===== config.mk =====
export PLATFORM = sky130hd
export DESIGN_NAME = ema_trend_detector
export DESIGN_NICKNAME = d
export VERILOG_FILES = /design/src/rtl/ema_trend_detector_pkg.sv /design/src/rtl/ema_trend_detector_sat_diff_q88.sv /design/src/rtl/ema_trend_detector.sv
export SDC_FILE = /design/constraint.sdc
export NUM_CORES = 1
export LEC_CHECK = 0
export ABC_AREA = 1
export CAP_MARGIN = 10
export CORE_ASPECT_RATIO = 0.75
export CORE_MARGIN = 4
export CORE_UTILIZATION = 50
export DETAILED_ROUTE_END_ITERATION = 10
export PLACE_DENSITY = 0.76
export SETUP_SLACK_MARGIN = 0.5
export SLEW_MARGIN = 40
export SYNTH_ARGS = -nofsm -noshare
export SYNTH_HDL_FRONTEND = slang
export SYNTH_HIERARCHICAL = 1
export SYNTH_SLANG_ARGS = --single-unit

===== constraint.sdc =====
create_clock -name clk -period 3 [get_ports clk]
set_clock_uncertainty 0.15 [all_clocks]
set_input_delay 0.75 -clock clk [delete_from_list [all_inputs] [get_ports clk]]
set_output_delay 0.75 -clock clk [all_outputs]
set_load 0.03 [all_outputs]

===== src/rtl/ema_trend_detector_pkg.sv =====
// rtl/ema_trend_detector_pkg.sv - shared Q8.8 constants and trend/state types for the series preprocessing chain
package ema_trend_detector_pkg;

    localparam int Q88_W    = 16;
    localparam int Q88_FRAC = 8;

    typedef enum logic [1:0] {
        TREND_FLAT = 2'b00,
        TREND_UP   = 2'b01,
        TREND_DOWN = 2'b10
    } trend_e;

    // Trend states share the trend_e encoding so the output is a plain copy; INIT takes the spare code.
    typedef enum logic [1:0] {
        ST_FLAT = 2'b00,
        ST_UP   = 2'b01,
        ST_DOWN = 2'b10,
        ST_INIT = 2'b11
    } state_e;

    function automatic trend_e state_to_trend(input state_e s);
        return (s == ST_INIT) ? TREND_FLAT : trend_e'(s);
    endfunction

endpackage


===== src/rtl/ema_trend_detector_sat_diff_q88.sv =====
// rtl/ema_trend_detector_sat_diff_q88.sv - combinational Q8.8 subtract with full-precision and clamped results
module sat_diff_q88
    import ema_trend_detector_pkg::*;
(
    input  logic [Q88_W-1:0] a,
    input  logic [Q88_W-1:0] b,
    output logic [Q88_W:0]   diff,
    output logic [Q88_W-1:0] sat
);

    always_comb begin
        diff = {a[Q88_W-1], a} - {b[Q88_W-1], b};
        sat  = diff[Q88_W-1:0];
        // Top two bits disagree only when the true difference leaves the 16-bit range.
        if (diff[Q88_W] != diff[Q88_W-1]) begin
            sat = diff[Q88_W] ? {1'b1, {(Q88_W-1){1'b0}}} : {1'b0, {(Q88_W-1){1'b1}}};
        end
    end

endmodule


===== src/rtl/ema_trend_detector.sv =====
// rtl/ema_trend_detector.sv - EMA slope, hysteresis trend FSM with dwell debounce; TREND_STATS_EN adds transition counters
module ema_trend_detector
    import ema_trend_detector_pkg::*;
#(
    parameter logic [15:0] THRESH = 16'd8,
    parameter logic [3:0]  DWELL  = 4'd3
) (
    input  logic        clk,
    input  logic        reset,
    input  logic        valid,
    input  logic [15:0] ema_in,
    output logic [15:0] slope_out,
    output logic [1:0]  trend,
    output logic        trend_change,
    output logic        output_valid
`ifdef TREND_STATS_EN
    ,
    output logic [15:0] up_count,
    output logic [15:0] down_count
`endif
);

    localparam logic [3:0]         DWELL_EFF = (DWELL == 4'd0) ? 4'd1 : DWELL;
    localparam logic signed [16:0] POS_TH    = $signed({1'b0, THRESH});
    localparam logic signed [16:0] NEG_TH    = -POS_TH;

    state_e      state_q, state_d;
    trend_e      pending_q, pending_d;
    trend_e      cur_trend, cand;
    logic [15:0] prev_q, prev_d;
    logic [3:0]  cnt_q, cnt_d;
    logic [15:0] slope_d;
    logic        change_d, ovalid_d;
    logic [16:0] diff;
    logic [15:0] diff_sat;

    sat_diff_q88 u_sat_diff (
        .a    (ema_in),
        .b    (prev_q),
        .diff (diff),
        .sat  (diff_sat)
    );

    assign cur_trend = state_to_trend(state_q);
    assign trend     = cur_trend;

    // Hysteresis uses the unclamped difference so a clamped slope still classifies correctly.
    always_comb begin
        cand = TREND_FLAT;
        if ($signed(diff) > POS_TH) begin
            cand = TREND_UP;
        end else if ($signed(diff) < NEG_TH) begin
            cand = TREND_DOWN;
        end
    end

    always_comb begin
        state_d   = state_q;
        pending_d = pending_q;
        prev_d    = prev_q;
        cnt_d     = cnt_q;
        slope_d   = slope_out;
        change_d  = 1'b0;
        ovalid_d  = 1'b0;
        if (valid) begin
            prev_d = ema_in;
            if (state_q == ST_INIT) begin
                state_d = ST_FLAT;
            end else begin
                ovalid_d = 1'b1;
                slope_d  = diff_sat;
                if (cand == cur_trend) begin
                    cnt_d     = 4'd0;
                    pending_d = cur_trend;
                end else if (cand == pending_q) begin
                    cnt_d = (cnt_q == 4'hF) ? cnt_q : cnt_q + 4'd1;
                end else begin
                    pending_d = cand;
                    cnt_d     = 4'd1;
                end
                if ((cand != cur_trend) && (cnt_d >= DWELL_EFF)) begin
                    state_d  = state_e'(pending_d);
                    change_d = 1'b1;
                    cnt_d    = 4'd0;
                end
            end
        end
    end

    always_ff @(posedge clk) begin
        if (reset) begin
            state_q      <= ST_INIT;
            pending_q    <= TREND_FLAT;
            prev_q       <= '0;
            cnt_q        <= '0;
            slope_out    <= '0;
            trend_change <= 1'b0;
            output_valid <= 1'b0;
        end else begin
            state_q      <= state_d;
            pending_q    <= pending_d;
            prev_q       <= prev_d;
            cnt_q        <= cnt_d;
            slope_out    <= slope_d;
            trend_change <= change_d;
            output_valid <= ovalid_d;
        end
    end

`ifdef TREND_STATS_EN
    always_ff @(posedge clk) begin
        if (reset) begin
            up_count   <= '0;
            down_count <= '0;
        end else if (change_d) begin
            if ((pending_d == TREND_UP) && (up_count != 16'hFFFF)) begin
                up_count <= up_count + 16'd1;
            end
            if ((pending_d == TREND_DOWN) && (down_count != 16'hFFFF)) begin
                down_count <= down_count + 16'd1;
            end
        end
    end
`endif

endmodule


==> qor.yml, run 1 <==
cts_tree: "yes"
seq_area_frac_synth_pct: 27.94
p_leak_uw: 0.002269
route.detailed.drc: 0
dr.pass1.iters: 5
synth_cells: 489
cts_buffers: 5
critPathRequiredTime_ns: 3.05
grt_pass1_wl_um: 14800
setup-violations-final: 10
ys_types: 33
syn_avg_cell_area_um2: 6.154
grt.total_usage_pct: 25.23
finalWeightedCongestion: 0.9251
synth_area_leader_cell: "dfxtp_1"
clk_pin_slew_worst_paths_ns: 0.09
rsz0062_at_grt: "yes"
synth_nets: 526
hp-start: "slope_out[6]"
vias_per_cell: 5.383
start_util_pct: 51.65
start_kind: "input pin"
path_class: "input pin to flip-flop"
cap_violations: 0
wire_per_inst_um: 16.18
drtIter0Drc: 259
setup_slack_ns: -0.5928
violations: "setup timing"
arrival_ns: 3.64
hpwl_um: 5851
nNetsFinal: 632
ir_worst_vdd_mv: 0.4160
path_max_fanout: 4
antenna_found_initial: 0
synthArstFlopShare_pct: 0
grt-ovfl-total: 0
layout_commonest_cell: "nor2_1"
grt_start_max_net_pins: 36
drive_gt1_share_pct: 34.40
synth_area_um2: 3009
hold_violations: 0
htreeDepth: 2
die_x_um: 97.58
num_rows: 24
synth_area_leaders: "dfxtp_1 28%, nand2_1 16%, nor2_1 12%"
cts_root_buf: "clkbuf_8"
p_per_area_nw_per_um2: 503.8
fill_cells: 365
synth_ff_type: "dfxtp_1"
die_area_um2: 7337
reg2reg_from: "prev_q[7]"
insertion_delay_ns: 0.30
dr.max_layer_used: "met4"
status: "complete, but fails checks"
final_cell_mix: "87 x nor2_1, 85 x nand2_1, 65 x inv_1"
worst_pin_slew_ns: 0.6338
synth_edf_count: 0
final_max_slew_viol_count: 0
post-route-min-period_ns: 3.593
place_ws_ns: -0.9319
areaGrowthSynthToFinish_pct: 56.67
core_area_um2: 5826
dr_wl_met2_um: 5069
grt_pass1_vias: 3189
fmax_mhz: 278.3
routed_wl_um: 10910
postRouteAntennaNets: 0
synth.top_cell.area_share_pct: 27.94
synth_warnings: 6
end_kind: "flip-flop"
final.period_utilization_pct: 119.8
die_h_um: 75.19
wl_met1_um: 4562
met3_length_um: 820
diodes: 0
worstSetupStartpoint: "ema_in[7]"
routed-via-count: 3628
relSlewSlack_pct: 57.68
ys_ff_latch: 42
numClockSinks: 42
power.total_uw: 2375
numPortBuffers: 38
ios: 39
hold_path_class: "flip-flop to flip-flop"
clk_path_buf_depth: 2
fin_util_pct: 80.93
[worst max-delay path, stage by stage]
cell and delay, ns:
dlygate4sd2_1 0.27, ha_4 0.30, nand2_1 0.09, inv_2 0.08, nand2_1 0.14, nor3_4 0.15, nand2_2 0.08, nand3_1 0.11
nand2_2 0.09, inv_1 0.13, nand2_1 0.08, inv_1 0.08, nand2_1 0.06, nor2_1 0.29, nand2_4 0.11, nand3_1 0.10
nand2_1 0.09, a21oi_4 0.23, nand4_4 0.14, nand3_2 0.10, nand2_2 0.06, nand2_1 0.07, nand2_1 0.05
[kinds of logic (layout without fill, tap and decap cells)]
kind of cell	after synthesis	in the layout	synth area share (%)
AOI/OAI and AO/OA	57	57	10.56
xor gates and xnor gates	10	10	2.911
adders and majority gates	18	18	7.734
buffers and inverters	87	192	11.48
DFF	42	42	27.94
and+or+nand+nor	275	277	39.38
[synth_stat cells, types with 2 or more instances]
cell / count
o21bai_1: 2
nand2_1: 130
buf_6: 2
buf_2: 3
inv_2: 6
nand4_1: 4
nor2_1: 93
o21ai_0: 9
nor3_1: 4
and2_1: 4
or2_1: 2
inv_1: 68
nand2_2: 14
dfxtp_1: 42
xor2_1: 9
o21a_1: 2
clkbuf_1: 8
o21ai_1: 27
nand3_1: 16
a21oi_1: 14
ha_1: 17
nand3_2: 2
[path summary, 6_finish.rpt]
check / end / slack (ns) / cells past startpoint
min: slope_out[6] / 0.34 / 2
max: state_q[0] / -0.59 / 23
min reg2reg: slope_out[6] / 0.34 / 2
max reg2reg: state_q[0] / -0.28 / 23
[layer usage]
metal,track usage [%],up-vias
li1,-,1723
met1,31.48,1676
met3,5.370,47
met4,9.063,0
met2,44.04,182
met5,0,-
[power by group]
part           leakage (uW)  switching, uW  internal (uW)  total, uW
Combinational       0.00187            739            539       1280
Clock             0.0000524            210            249        459
Sequential         0.000347           30.5            608        639
[final cells by class]
| class | instances | area, um2 | area share (%) |
|---|---|---|---|
| clock buffer | 7 | 76.32 | 1.619 |
| multi-input combinational | 362 | 2427 | 51.49 |
| inverter | 74 | 290.3 | 6.157 |
| tap | 78 | 97.59 | 2.070 |
| timing repair buffer | 110 | 952.2 | 20.20 |
| sequential | 42 | 840.8 | 17.83 |
| clock inverter | 1 | 30.03 | 0.6369 |
[sequential cells by signal, summed over array words and instances, names as in the netlist]
name,count
slope_out,16
prev_q,16
output_valid,1
trend_change,1
state_q,2
cnt_q,4
pending_q,2
[what timing repair did]
action | in CTS | in global routing
endpoints found under the setup margin | 25 | 23
setup buffers | 7 | 6
gates cloned | 1 | 1
gates resized for setup | 85 | 69
hold buffers | 0 | 0
pin swaps | 33 | 50
endpoints found under the hold margin | 0 | 0
[per-stage QoR]
step | setup TNS [ns] | hold slack (ns) | area (um2) | instances
final | -3.238 | 0.3371 | 4715 | 674
after global routing | -4.814 | 0.3595 | 4715 | 674
after CTS | -1.229 | 0.3376 | 4395 | 667
after detailed placement | -14.90 | 0.3228 | 3902 | 651
after global placement | -13.40 | 0.3152 | 3902 | 651
after floorplan | -0.3602 | 0.3016 | 3049 | 489
(Power assumes the default switching activity.)
==> inputs of run 2 (changes only) <==
CORE_UTILIZATION = 60   (was 50)
PLACE_DENSITY = 0.86   (was 0.76)
clock period = 4.3 ns   (was 3 ns; I/O delays follow)
==> run 2 against run 1 <==
- the flow now finishes without violations
- die area fell by 15%
- setup slack improved by 1.3 ns
- routed wire length fell by 20%
- hold slack improved by 0.0010 ns
- global-route usage fell by 1.6 points
- largest cell class unchanged
- critical path depth fell by 5
- cell count fell by 12%
==> qor.yml, run 2 (synthesized netlist as in run 1, its figures left out) <==
wire_per_inst_um: 14.73
grt_pass1_vias: 2819
cts_buffers: 5
cap_violations: 0
hpwl_um: 5307
max_stage_delay_ns: 0.42
ios: 39
path_cells: "clkdlybuf4s50_1 -> ha_1 -> nand2_1 -> inv_1 -> nand2_1 -> nand2_1 -> a21oi_2 -> nand2_1 -> nand2_1 -> nand2_4 -> inv_1 -> nand3_1 -> a21oi_4 -> nand4_4 -> nand3_2 -> nand2_2 -> nand2_1 -> nand2_1"
grt_pass1_wl_um: 12410
path_buf_inv: 3
grt-ovfl-total: 0
cpLargestDelayFamily: "simple AND/OR/NAND/NOR gates"
cts_root_buf: "clkbuf_8"
grt.total_usage_pct: 23.66
htreeDepth: 2
timing.hold.ws_ns: 0.3381
dr.pass1.iters: 5
stdcell_area_um2: 3966
reg_top3: "prev_q x16, slope_out x16, cnt_q x4"
p_per_area_nw_per_um2: 351.4
multi_input_area_um2: 2166
end_kind: "flip-flop"
num_rows: 22
fmax_mhz: 276.3
hold_path_class: "flip-flop to flip-flop"
hold_violations: 0
postRouteAntennaNets: 0
layout_commonest_cell: "nand2_1"
worst_pin_slew_ns: 0.6729
cpMaxStageDelayCell: "clkdlybuf4s50_1"
relSlewSlack_pct: 55.03
path_max_fanout: 5
seqCellArea_um2: 840.8
start_kind: "input pin"
routed-via-count: 3299
finalWeightedCongestion: 0.9198
clk_pin_slew_worst_paths_ns: 0.09
routed_wl_um: 8732
fill_cells: 322
start_util_pct: 61.76
numPortBuffers: 38
areaGrowthSynthToFinish_pct: 31.81
reg2reg_from: "prev_q[9]"
vias_per_cell: 5.563
drtIter0Drc: 287
worstSetupStartpoint: "ema_in[15]"
p_leak_uw: 0.001984
critPathRequiredTime_ns: 4.35
antenna_found_initial: 0
die_area_um2: 6224
placed_cell_area_um2: 3405
clk_path_buf_depth: 2
status: "complete, no violations"
grt_start_max_net_pins: 36
setup-violations-final: 0
final_cell_mix: "114 x nand2_1, 88 x nor2_1, 68 x inv_1"
insertion_delay_ns: 0.29
ir_worst_vdd_mv: 0.2731
cts_tree: "yes"
diodes: 0
numClockSinks: 42
core_area_um2: 4872
hp-start: "state_q[1]"
nNetsFinal: 569
route.detailed.drc: 0
die_h_um: 69.33
post-route-min-period_ns: 3.619
arrival_ns: 3.67
path_class: "input pin to flip-flop"
drive_gt1_share_pct: 19.32
path_common_cell: "nand2_1"
final_max_slew_viol_count: 0
postCtsHoldBufs: 0
fin_tns_setup_ns: 0
die_x_um: 89.78
rsz0062_at_grt: "no"
final.period_utilization_pct: 84.16
==> run 2: final timing paths <==
check,depth (start not counted),slack [ns],to
hold / removal,2,0.34,state_q[1]
hold reg to reg,2,0.34,state_q[1]
setup reg to reg,24,1.27,state_q[1]
setup / recovery,18,0.68,state_q[1]
==> run 2: final cells by class <==
type,instances,share of cell area [%]
Inverter,74,7.003
Multi-Input combinational cell,360,54.61
Clock inverter,2,0.9464
Tap cell,60,1.893
Timing Repair Buffer,49,12.52
Clock buffer,6,1.830
Sequential cell,42,21.20
==> run 2: power by group <==
group / internal [uW] / leakage, uW / switching (uW) / total, uW
Sequential: 424 / 0.000347 / 20.7 / 445
Combinational: 233 / 0.00159 / 395 / 628
Clock: 174 / 0.0000514 / 147 / 321
==> run 2: layer usage <==
metal  up-vias  part of all wire [%]  track usage [%]
li1       1588                     -                -
met1      1505                    43            31.39
met2       172                    46            38.92
met3        34                   8.3            5.640
met4         0                   2.9            5.952
met5         -                     0                0
==> run 2: timing repair <==
item | CTS | global route
endpoints found under the setup margin | 5 | 5
buffers inserted | 3 | 7
gates resized for setup | 22 | 60
pin swaps | 9 | 23
==> run 2: through the flow <==
step / cells / utilization [%] / setup slack [ns] / total power [uW]
final: 593 / 81.41 / 0.6811 / 1394
after global routing: 593 / 81.41 / 0.4660 / 1469
after CTS: 586 / 74.86 / 0.5008 / 1303
after detailed placement: 575 / 69.88 / -0.04495 / 958.1
after global placement: 575 / 69.88 / 0.06846 / 947.8
after floorplan: 489 / - / 0.6949 / 833.3
==> run 2: worst reg2reg max path, stage by stage, from the launching register on <==
cell	delay, ns
dfxtp_1	0.37
inv_1	0.08
ha_4	0.26
nand2_1	0.07
inv_1	0.07
nand2_1	0.09
nand2_1	0.11
a21oi_2	0.19
nand2_1	0.08
nand2_2	0.09
nand2_2	0.10
inv_1	0.10
nand2_1	0.06
inv_1	0.06
nand2_1	0.06
nor2_2	0.13
nand2_2	0.10
nand3_2	0.09
nand2_2	0.07
a21oi_4	0.21
nand4_4	0.15
nand3_2	0.09
nand2_2	0.05
nand2_1	0.06
nand2_1	0.04
==> inputs of run 3 (changes only) <==
CORE_UTILIZATION = 50   (was 60)
PLACE_DENSITY = 0.76   (was 0.86)
clock period = 3.3 ns   (was 4.3 ns; I/O delays follow)
==> run 3 against run 2 <==
- the run now ends with setup timing left
- largest power group unchanged
- total power rose by 45%
- cell count rose by 12%
- first-iteration DRC count fell by 2.8%
- combinational power rose by 77%
- largest cell class unchanged
- sequential power rose by 31%
- critical path type unchanged
- via count rose by 10%
- die area rose by 18%
- count of clock-buffer cells in the layout fell by 1
==> qor.yml, run 3 (synthesized netlist as in run 1, its figures left out) <==
worstSetupStartpoint: "ema_in[1]"
path_class: "input pin to flip-flop"
reg_top3: "prev_q x16, slope_out x16, cnt_q x4"
die_x_um: 97.58
insertion_delay_ns: 0.30
max_stage_delay_ns: 0.29
timing.hold.ws_ns: 0.3345
reg2reg_to: "state_q[1]"
cpMaxStageDelayCell: "ha_1"
final.period_utilization_pct: 105.5
routed_wl_um: 10300
final_max_slew_viol_count: 0
cts_tree: "yes"
path_max_fanout: 5
routed-via-count: 3631
violations: "setup timing"
dr.pass1.iters: 7
p_per_area_nw_per_um2: 443.2
drive_gt1_share_pct: 33.16
nNetsFinal: 625
hp-start: "slope_out[10]"
setup-violations-final: 5
reg2reg_from: "prev_q[2]"
clk_pin_slew_worst_paths_ns: 0.08
ios: 39
htreeDepth: 2
min_to: "slope_out[10]"
hpwl_um: 5939
relSlewSlack_pct: 56.95
die_area_um2: 7337
p_leak_uw: 0.002200
worstRegToRegCells: 20
power.total_uw: 2026
worst_pin_slew_ns: 0.6448
post-route-min-period_ns: 3.481
finalWeightedCongestion: 0.8292
antenna_found_initial: 0
grt_start_max_net_pins: 36
num_rows: 24
cts_root_buf: "clkbuf_8"
grt-ovfl-total: 0
clk_path_buf_depth: 2
fin_util_pct: 78.46
end_kind: "flip-flop"
core_area_um2: 5826
ir_worst_vdd_mv: 0.4667
diodes: 0
numClockSinks: 42
start_util_pct: 51.65
placed_cell_area_um2: 3835
vias_per_cell: 5.452
wire_per_inst_um: 15.46
cts_buffers: 5
hold_violations: 0
die_h_um: 75.19
path_buf_inv: 5
grt_pass1_vias: 3295
setup_slack_ns: -0.1806
status: "complete, but fails checks"
rsz0062_at_grt: "yes"
critPathRequiredTime_ns: 3.34
layout_commonest_cell: "nor2_1"
postRouteAntennaNets: 0
hold_path_class: "flip-flop to flip-flop"
route.detailed.drc: 0
grt_pass1_wl_um: 15140
regToRegSetupSlack_ns: 0.22
path_common_cell: "nand2_1"
hold_depth: 2
final_cell_mix: "88 x nor2_1, 86 x nand2_1, 65 x inv_1"
grt.total_usage_pct: 25.13
areaGrowthSynthToFinish_pct: 51.89
numPortBuffers: 38
fmax_mhz: 287.3
arrival_ns: 3.52
cpLargestDelayFamily: "simple AND/OR/NAND/NOR gates"
cap_violations: 0
start_kind: "input pin"
path_cells: "dlygate4sd2_1 -> buf_4 -> ha_1 -> nand2_1 -> nand2_2 -> nand3_1 -> nand2_2 -> buf_4 -> xor2_1 -> nand2_1 -> inv_1 -> nand2_1 -> nor2_2 -> nand2_2 -> nand3_1 -> nand2_1 -> inv_2 -> nand2_4 -> o211ai_2 -> nand2_1 -> a21oi_1 -> nand2_1"
stdcell_area_um2: 4571
drtIter0Drc: 279
[run 3: cell types whose count changed in the layout (fill, tap and decap cells not counted), moves of 3 or more]
cell	previous run	this run
buf_4	10	60
dlymetal6s2s_1	14	1
nand2_2	27	45
buf_6	1	5
o21ai_2	0	6
dlygate4sd2_1	0	13
nand2_1	114	86
nand2_4	4	13
o21ai_0	9	2
inv_1	68	65
[run 3: how the worst max path moves through the flow]
stage	depth (start not counted)	endpoint
finish	22	state_q[1]
global route	24	state_q[0]
CTS	27	state_q[1]
detailed placement	28	state_q[1]
global placement	26	state_q[1]
floorplan	24	state_q[1]
[run 3: per-layer routing]
metal  wire, um  track usage (%)  vias up
met5          0                0        -
met4        334            5.991        0
met3        806            4.630       45
met2       4842            44.72      191
met1       4313            32.25     1693
li1           -                -     1702
[run 3: report_power, final]
part | switching (uW) | internal [uW] | total, uW
Sequential | 28.2 | 553 | 581
Clock | 193 | 143 | 336
Combinational | 640 | 468 | 1110
[run 3: worst min-delay path, cell delays in order, from the launching register on]
cell     delay (ns)
dfxtp_1        0.33
nor2_1         0.05
nor2_1         0.07
[run 3: layout make-up]
class,instances,area (um2)
clock buffer,5,68.82
clock inverter,2,10.01
fill,387,1255
inverter,74,290.3
multi-input combinational,362,2385
sequential,42,840.8
tap,78,97.59
timing repair buffer,103,878.3
[run 3: metrics by stage]
| stage | std cells | setup TNS [ns] | worst slack (ns) |
|---|---|---|---|
| detailed placement | 643 | -8.695 | -0.7432 |
| floorplan | 489 | 0 | 0.1029 |
| global placement | 643 | -7.733 | -0.6033 |
| global route | 666 | -1.355 | -0.3062 |
| finish | 666 | -0.6458 | -0.1806 |
| CTS | 654 | -0.03670 | -0.02696 |
[run 3: timing repair]
action | in CTS | in global routing
pin swaps | 29 | 52
gates resized for setup | 73 | 68
hold buffers | 0 | 0
setup endpoints to repair | 23 | 23
buffers inserted | 3 | 11
cloned | 1 | 1
